File: src/rtl/mmio_timer_if.sv
// Device-bus port bundle for mmio_timer: address/byte-enable/write-data in, read data and irq out.
// Read data is combinational; there is no handshake and no backpressure.
interface mmio_timer_if;
  logic [31:0] addr;
  logic [3:0]  byteen;
  logic [31:0] wdata;
  logic [31:0] rdata;
  logic        irq;

  modport master (output addr, byteen, wdata, input rdata, irq);
  modport slave  (input addr, byteen, wdata, output rdata, irq);
endinterface

File: src/rtl/mmio_timer.sv
// Memory-mapped countdown timer (CTRL/PRESET/COUNT) raising a level irq; optional TIMER_PRESCALE_EN prescaler.
// Latency: reads combinational, writes commit at the next rising edge.
// Backpressure: none, the bus is always accepted.
module mmio_timer #(
  parameter logic [31:0] BASE_ADDR = 32'h0000_7f00
`ifdef TIMER_PRESCALE_EN
  ,
  parameter logic [7:0]  PRESCALE  = 8'd1
`endif
) (
  input  logic        clk,
  input  logic        reset,
  mmio_timer_if.slave bus
);

  localparam logic [1:0] OFF_CTRL   = 2'd0;
  localparam logic [1:0] OFF_PRESET = 2'd1;
  localparam logic [1:0] OFF_COUNT  = 2'd2;

  typedef enum logic [1:0] {
    IDLE = 2'd0,
    LOAD = 2'd1,
    CNT  = 2'd2,
    INT  = 2'd3
  } state_t;

  state_t      state_q, state_d;
  logic [3:0]  ctrl_q;
  logic [31:0] preset_q;
  logic [31:0] count_q, count_d;
  logic        irq_flag_q, irq_flag_d;
  logic        en_clr;
  logic        tick;

  logic [1:0]  offset;
  logic        hit;
  logic        wr_ctrl;
  logic        wr_preset;
  logic        ctrl_en;
  logic        auto_reload;
  logic        unused_addr_lsb;

  assign offset          = bus.addr[3:2];
  assign hit             = (bus.addr[31:4] == BASE_ADDR[31:4]) && (offset != 2'd3);
  assign wr_ctrl         = hit && (bus.byteen != 4'h0) && (offset == OFF_CTRL);
  assign wr_preset       = hit && (bus.byteen != 4'h0) && (offset == OFF_PRESET);
  assign unused_addr_lsb = ^bus.addr[1:0];

  assign ctrl_en     = ctrl_q[0];
  assign auto_reload = (ctrl_q[2:1] == 2'b01);

`ifdef TIMER_PRESCALE_EN
  localparam logic [7:0] PSC_LAST = (PRESCALE == 8'd0) ? 8'd0 : PRESCALE - 8'd1;

  logic [7:0] psc_q, psc_d;

  assign tick = (psc_q == PSC_LAST);

  // Runs only while counting stays in CNT; any exit (or LOAD) leaves it at zero.
  always_comb begin
    psc_d = 8'd0;
    if (state_q == CNT && ctrl_en && state_d == CNT) begin
      psc_d = tick ? 8'd0 : psc_q + 8'd1;
    end
  end

  always_ff @(posedge clk or negedge reset) begin
    if (!reset) begin
      psc_q <= 8'd0;
    end else begin
      psc_q <= psc_d;
    end
  end
`else
  assign tick = 1'b1;
`endif

  always_comb begin
    state_d    = state_q;
    count_d    = count_q;
    irq_flag_d = irq_flag_q;
    en_clr     = 1'b0;
    case (state_q)
      IDLE: begin
        if (ctrl_en) state_d = LOAD;
      end
      LOAD: begin
        count_d    = preset_q;
        state_d    = CNT;
        // A flag still set here can only be the auto-reload pulse from INT.
        irq_flag_d = 1'b0;
      end
      CNT: begin
        if (!ctrl_en) begin
          state_d = IDLE;
        end else if (count_q == 32'd0) begin
          state_d = INT;
        end else if (tick) begin
          count_d = count_q - 32'd1;
        end
      end
      INT: begin
        irq_flag_d = 1'b1;
        if (auto_reload) begin
          state_d = LOAD;
        end else begin
          en_clr  = 1'b1;
          state_d = IDLE;
        end
      end
      default: state_d = IDLE;
    endcase
    if (wr_ctrl) irq_flag_d = 1'b0;
  end

  always_ff @(posedge clk or negedge reset) begin
    if (!reset) begin
      state_q    <= IDLE;
      count_q    <= 32'd0;
      irq_flag_q <= 1'b0;
      ctrl_q     <= 4'd0;
      preset_q   <= 32'd0;
    end else begin
      state_q    <= state_d;
      count_q    <= count_d;
      irq_flag_q <= irq_flag_d;
      // A bus write to CTRL takes priority over the one-shot EN clear.
      if (wr_ctrl) begin
        if (bus.byteen[0]) ctrl_q <= bus.wdata[3:0];
      end else if (en_clr) begin
        ctrl_q[0] <= 1'b0;
      end
      if (wr_preset) begin
        for (int i = 0; i < 4; i++) begin
          if (bus.byteen[i]) preset_q[8*i +: 8] <= bus.wdata[8*i +: 8];
        end
      end
    end
  end

  always_comb begin
    bus.rdata = 32'd0;
    if (hit) begin
      case (offset)
        OFF_CTRL:   bus.rdata = {28'd0, ctrl_q};
        OFF_PRESET: bus.rdata = preset_q;
        OFF_COUNT:  bus.rdata = count_q;
        default:    bus.rdata = 32'd0;
      endcase
    end
  end

  assign bus.irq = irq_flag_q & ctrl_q[3];

endmodule

File: src/flat_wrapper.sv
// flat-port wrapper written by rule: the top's interface ports become plain ports
module mmio_timer_flat 
#(
  parameter logic [31:0] BASE_ADDR = 32'h0000_7f00

)
  (clk, reset, bus_addr, bus_byteen, bus_wdata, bus_rdata, bus_irq);
  mmio_timer_if bus_i ();
  input  logic clk;
  input  logic reset;
  input wire logic [$bits(bus_i.addr)-1:0] bus_addr;
  input wire logic [$bits(bus_i.byteen)-1:0] bus_byteen;
  input wire logic [$bits(bus_i.wdata)-1:0] bus_wdata;
  output wire logic [$bits(bus_i.rdata)-1:0] bus_rdata;
  output wire logic [$bits(bus_i.irq)-1:0] bus_irq;
  assign bus_i.addr = bus_addr;
  assign bus_i.byteen = bus_byteen;
  assign bus_i.wdata = bus_wdata;
  assign bus_rdata = bus_i.rdata;
  assign bus_irq = bus_i.irq;
  mmio_timer #(.BASE_ADDR(BASE_ADDR)) u_core (.clk(clk), .reset(reset), .bus(bus_i));
endmodule
File: config.mk
export PLATFORM = sky130hd
export DESIGN_NAME = mmio_timer_flat
export DESIGN_NICKNAME = d
export VERILOG_FILES = /design/src/rtl/mmio_timer_if.sv /design/src/rtl/mmio_timer.sv /design/src/flat_wrapper.sv
export SDC_FILE = /design/constraint.sdc
export NUM_CORES = 1
export LEC_CHECK = 0
export BUFFER_PORTS_ARGS = -buffer_cell sky130_fd_sc_hd__clkbuf_2
export CAP_MARGIN = 10
export CORE_UTILIZATION = 50
export CTS_BUF_LIST = sky130_fd_sc_hd__clkbuf_8
export DETAILED_ROUTE_END_ITERATION = 10
export HOLD_SLACK_MARGIN = 0.05
export PLACE_DENSITY = 0.86
export REMOVE_ABC_BUFFERS = 1
export SETUP_SLACK_MARGIN = 0.5
export SYNTH_ARGS = -nofsm -noshare
export SYNTH_HDL_FRONTEND = slang
export SYNTH_SLANG_ARGS = --single-unit
File: constraint.sdc
create_clock -name clk -period 5.8 [get_ports clk]
set_input_delay 0.58 -clock clk [delete_from_list [all_inputs] [get_ports clk]]
set_output_delay 0.58 -clock clk [all_outputs]
set_load 0.01 [all_outputs]
* Word-level counts from Yosys, hierarchy flattened *
Index checks and enable logic that the tools add are counted.

storage, ports and cells
  memory bits (read-only) = 0
  memories kept = 0
  RAM bits = 0
  output and inout bits = 33
  logic and storage cells = 60
  bits in registers = 71
  bits in latches = 0
  input bits = 70

cells by class
  bitwise gates (word level) = 1
  eq/ne operators = 13
  mux-type cells = 17
  shift operators = 0
  divide/modulo/power cells = 0
  add/subtract/negate cells = 1
  multipliers = 0
  reduce and logical (&&, ||, !) cells = 19
  magnitude comparators = 0

operator list
  cell                                                                     count
  32-bit two-way mux                                                       3
  32-bit case mux with 3 select lines                                      1
  32-bit case mux with 2 select lines                                      1
  32-bit logical NOT                                                       1
  32-bit by 1-bit subtractor with 32-bit output, second input constant     1
  28-bit by 11-bit equality test with 1-bit output, second input constant  1
  2-bit AND reduction                                                      7
  2-bit case mux with 4 select lines                                       1
  1-bit two-way mux                                                        7
  2-bit by 1-bit equality test with 1-bit output, second input constant    3
  2-bit equality test, second input constant                               3
  2-bit two-way mux                                                        3
  2-bit != test, second input constant                                     3
  1-bit logical AND                                                        4
  2-bit logical NOT                                                        2
  2-bit by 1-bit != test with 1-bit output, second input constant          2
  2-bit nonzero test                                                       2
  4-bit nonzero test                                                       1
  3-bit != test, second input constant                                     1
  3-bit AND reduction                                                      1
  3-bit nonzero test                                                       1
  1-bit case mux with 2 select lines                                       1
  1-bit AND                                                                1

* Longest topological paths before layout *
  depth in word-level cells = 6
  depth in mapped cells = 9
  gate-level depth less buffers = 7

* Least setup slack after synthesis *
OpenSTA, ideal clock, no wires.

  kind = input to output
  start = input port bus_addr[30]
  end = output port bus_rdata[10]
  cell stages on the path = 6
  slack = 3.284 ns
  required time = 5.220 ns
  arrival = 1.936 ns
  buffers on the path = 2
  path through = nor4_1 nand2_1 or4_1 clkbuf_1 clkbuf_1 nor2_1

on the way
  cells in the longest elaborated chain, start to end = 3

ends and longest elaborated chain
  what                                              line                text
  start, declared                                   flat_wrapper.sv:11  input wire logic [$bits(bus_i.addr)-1:0] bus_addr;
  28-bit by 11-bit equality test with 1-bit output  mmio_timer.sv:44    assign hit = (bus.addr[31:4] == BASE_ADDR[31:4]) && (offset != 2'd3);
  1-bit logical AND                                 mmio_timer.sv:44
  32-bit two-way mux                                mmio_timer.sv:143   if (hit) begin
  end, declared                                     flat_wrapper.sv:14  output wire logic [$bits(bus_i.rdata)-1:0] bus_rdata;

No other way between the ends.

* Final worst setup path *
  start = input port bus_addr[21]
  end = output port bus_rdata[6]

The elaborated chain is that of the path after synthesis.

==> flow_metrics.py <==
metrics = {
    "synth": {
        "ys_seq_elements": 71,
        "synthCells": 471,
        "avgSynthCellArea_um2": 9.194,
        "synth.top_cell.area_share_pct": 41.03,
        "synth_top_family_by_area": "compound AO/OA/AOI/OAI gates",
        "synth-simple-area-share_pct": 21.06,
        "synth_fa_ha_area_share_pct": 1.734,
        "ys_top_cells_by_area": "dfrtp_1, mux2_2, a22oi_1",
        "synth_warnings": 0,
        "synthMuxAreaShare_pct": 10.55,
        "yosysUniqueCellTypes": 57,
        "synthArstFlopShare_pct": 100.0,
        "synth_top_area_cell": "dfrtp_1",
        "synth-compound-area-share_pct": 21.06,
        "synth_area_um2": 4330,
        "yosysMostFrequentCell": "dfrtp_1",
        "synth_edf_count": 0,
        "synth_ff_type": "dfrtp_1",
        "synthTopCellsByCount": "dfrtp_1, nor2_1, mux2_2, a21oi_1, a22oi_1",
        "seq_area_frac_synth_pct": 41.03,
        "synth_xor_area_share_pct": 0,
    },
    "min_path": {
        "hold_path.class": "primary input to async pin",
    },
    "clock_tree": {
        "hold_buffers": 0,
        "cts_sinks": 71,
        "clk_pin_slew_worst_paths_ns": 0.08,
        "clockRootBuffer": "clkbuf_8",
        "cts_buffer_depth": 2,
        "cts_tree": "done",
        "cts_setup_buffers": 0,
        "clock_latency_ns": 0.36,
        "numCtsBuffers": 9,
        "cts_max_level": 3,
        "cts-resized-gates": 0,
    },
    "timing": {
        "fin_tns_setup_ns": 0,
        "tightestPinTransition_ns": 1.151,
        "slew_headroom_pct": 23.26,
        "fin_worst_skew_ns": 0.01096,
        "period_share_pct": 53.44,
        "grt_setup_unrepaired": "false",
        "setup_viol": 0,
        "maxSlewViolCount": 0,
        "hold_viol": 0,
        "setup_ws_ns": 2.700,
        "min_period_ns": 3.100,
        "maxClockFrequency_mhz": 322.6,
    },
    "setup_path": {
        "reg2reg_slack_ns": 2.74,
        "cp.required_ns": 5.22,
        "cp_data_arrival_time_ns": 2.52,
        "end_kind": "output port",
        "cp_max_fo": 35,
        "startpoint_type": "primary input",
        "worstSetupPathType": "primary input to output port",
        "ff2ff_path_depth": 8,
    },
    "drt": {
        "first_iter_violations": 256,
        "post-route-drc-count": 0,
        "avgRoutedWirePerCell_um": 17.17,
        "via_count": 4154,
        "drt-pass1-iter-count": 5,
        "ant_nets": 0,
        "detail_route.vias_per_cell": 6.265,
        "routed_wl_mm": 11.38,
    },
    "global_route": {
        "grtUsageTotal_pct": 26.81,
        "grt_antenna_before_repair": 0,
        "grt_pass1_wl_mm": 19.00,
        "gr-usage-met2_pct": 42.86,
        "use_met1_pct": 36.28,
        "grt_pass1_vias": 3961,
        "grt_overflow_total": 0,
        "grt_use_met3_pct": 6.459,
        "grt.busiest_layer": "met2",
        "grt_max_degree": 72,
    },
    "finish": {
        "layout.cells.non_filler": 663,
        "regArea_um2": 1777,
        "multi_input_area_um2": 2367,
        "final_nets": 630,
        "fillers": 723,
        "fin_area_um2": 5041,
        "area_growth_pct": 16.41,
        "n_antenna_cell": 0,
        "drive_gt1_share_pct": 30.82,
    },
    "place": {
        "port_buffers": 100,
        "dpl.cell_count": 648,
        "dpl.hpwl_mm": 7.833,
        "post-place-ws_ns": 2.677,
        "place_area_um2": 4862,
        "gp_congestion": 0.9186,
    },
    "power_and_ir_drop": {
        "power_density_nw_per_um2": 182.0,
        "p_sw_uw": 211.3,
        "swShare_pct": 23.04,
        "pwr-share-seq_pct": 53.9,
        "combPwrFrac_pct": 5.1,
        "p_int_uw": 705.9,
        "p_leak_uw": 0.002298,
        "p_clk_share_pct": 41.0,
        "vdd_drop_max_mv": 0.1553,
    },
    "floorplan": {
        "ios": 103,
        "core_area_um2": 8299,
        "placementRows": 33,
        "die_x_um": 95.07,
        "die_area_um2": 9037,
        "die_height_um": 95.07,
        "start_util_pct": 52.18,
    },
    "run_status": {
        "status": "finished clean",
    },
    "run": {
        "cap_violations": 0,
    },
}
[power by group through the flow]
stage          Combinational, uW  Clock, uW  Sequential [uW]
6_report                    46.3        376              495
5_1_grt                     51.9        404              495
4_1_cts                     47.0        383              495
3_5_place_dp                46.7          0              504
3_3_place_gp                45.9          0              504
2_1_floorplan               7.56          0              505
[layout by cell type, fill, tap and decap left out, types with 3 or more instances in the layout]
cell type,n
a21oi_1,34
a22oi_1,31
a2bb2oi_1,3
a31oi_1,5
a32o_1,3
and3_1,5
buf_4,6
clkbuf_2,99
clkbuf_8,9
dfrtp_1,71
ha_1,6
inv_1,12
mux2_2,37
mux2i_1,4
nand2_1,27
nand3_1,16
nand4_1,12
nor2_1,52
nor2b_1,3
nor3_1,11
nor4_1,15
nor4_4,3
o21ai_0,28
o22ai_1,7
o2bb2ai_1,3
o31ai_1,3
o32ai_1,3
or4_1,3
or4_4,3
[path summary, 6_finish.rpt]
path	from	to
worst max register to register	u_core.state_q[0]$_DFFE_PN0P_	u_core.count_q[15]$_DFFE_PN0P_
worst min-delay path	reset	u_core.preset_q[29]$_DFFE_PN0P_
max in group asynchronous	reset	u_core.preset_q[23]$_DFFE_PN0P_
worst min register to register	u_core.preset_q[26]$_DFFE_PN0P_	u_core.preset_q[26]$_DFFE_PN0P_
min in group clk	bus_wdata[10]	u_core.preset_q[10]$_DFFE_PN0P_
worst max-delay path	bus_addr[21]	bus_rdata[6]
[through the flow]
step	total power (uW)	hold slack, ns	util [%]
2_1_floorplan	512.1	0.2844	-
3_3_place_gp	550.3	0.5069	58.59
3_5_place_dp	551.1	0.5249	58.59
4_1_cts	924.7	0.4476	60.74
5_1_grt	950.6	0.4418	60.74
6_report	917.2	0.4182	60.74
[flip-flops by register name (all words and copies together), names as in the netlist]
signal,flops
u_core.state_q,2
u_core.irq_flag_q,1
u_core.ctrl_q,4
u_core.preset_q,32
u_core.count_q,32
[kinds of logic after synthesis]
group / count (synthesis)
buffers and inverters: 45
AND/OR/NAND/NOR: 168
flip-flops: 71
AO/OA/AOI/OAI: 140
adder cells (fa/ha/maj): 6
multiplexers: 41
[area by class of cell]
type	instances	area share, %
sequential	71	35.24
multi-input combinational	355	46.96
inverter	11	0.8191
clock buffer	9	2.457
tap	105	2.606
clock inverter	6	1.092
timing repair buffer	106	10.82
[metal layers]
| metal | wire (um) | vias up |
|---|---|---|
| met1 | 5000 | 2004 |
| met3 | 818 | 21 |
| met2 | 5389 | 181 |
| li1 | - | 1948 |
| met5 | 0 | - |
| met4 | 173 | 0 |
[critical path: stages]
cell and delay [ns]:
clkbuf_2 0.08, nor4_1 0.31, nand4_1 0.14, or4_1 0.95, nor2_1 0.29, clkbuf_2 0.16
Power figures use the tool's default switching activity.
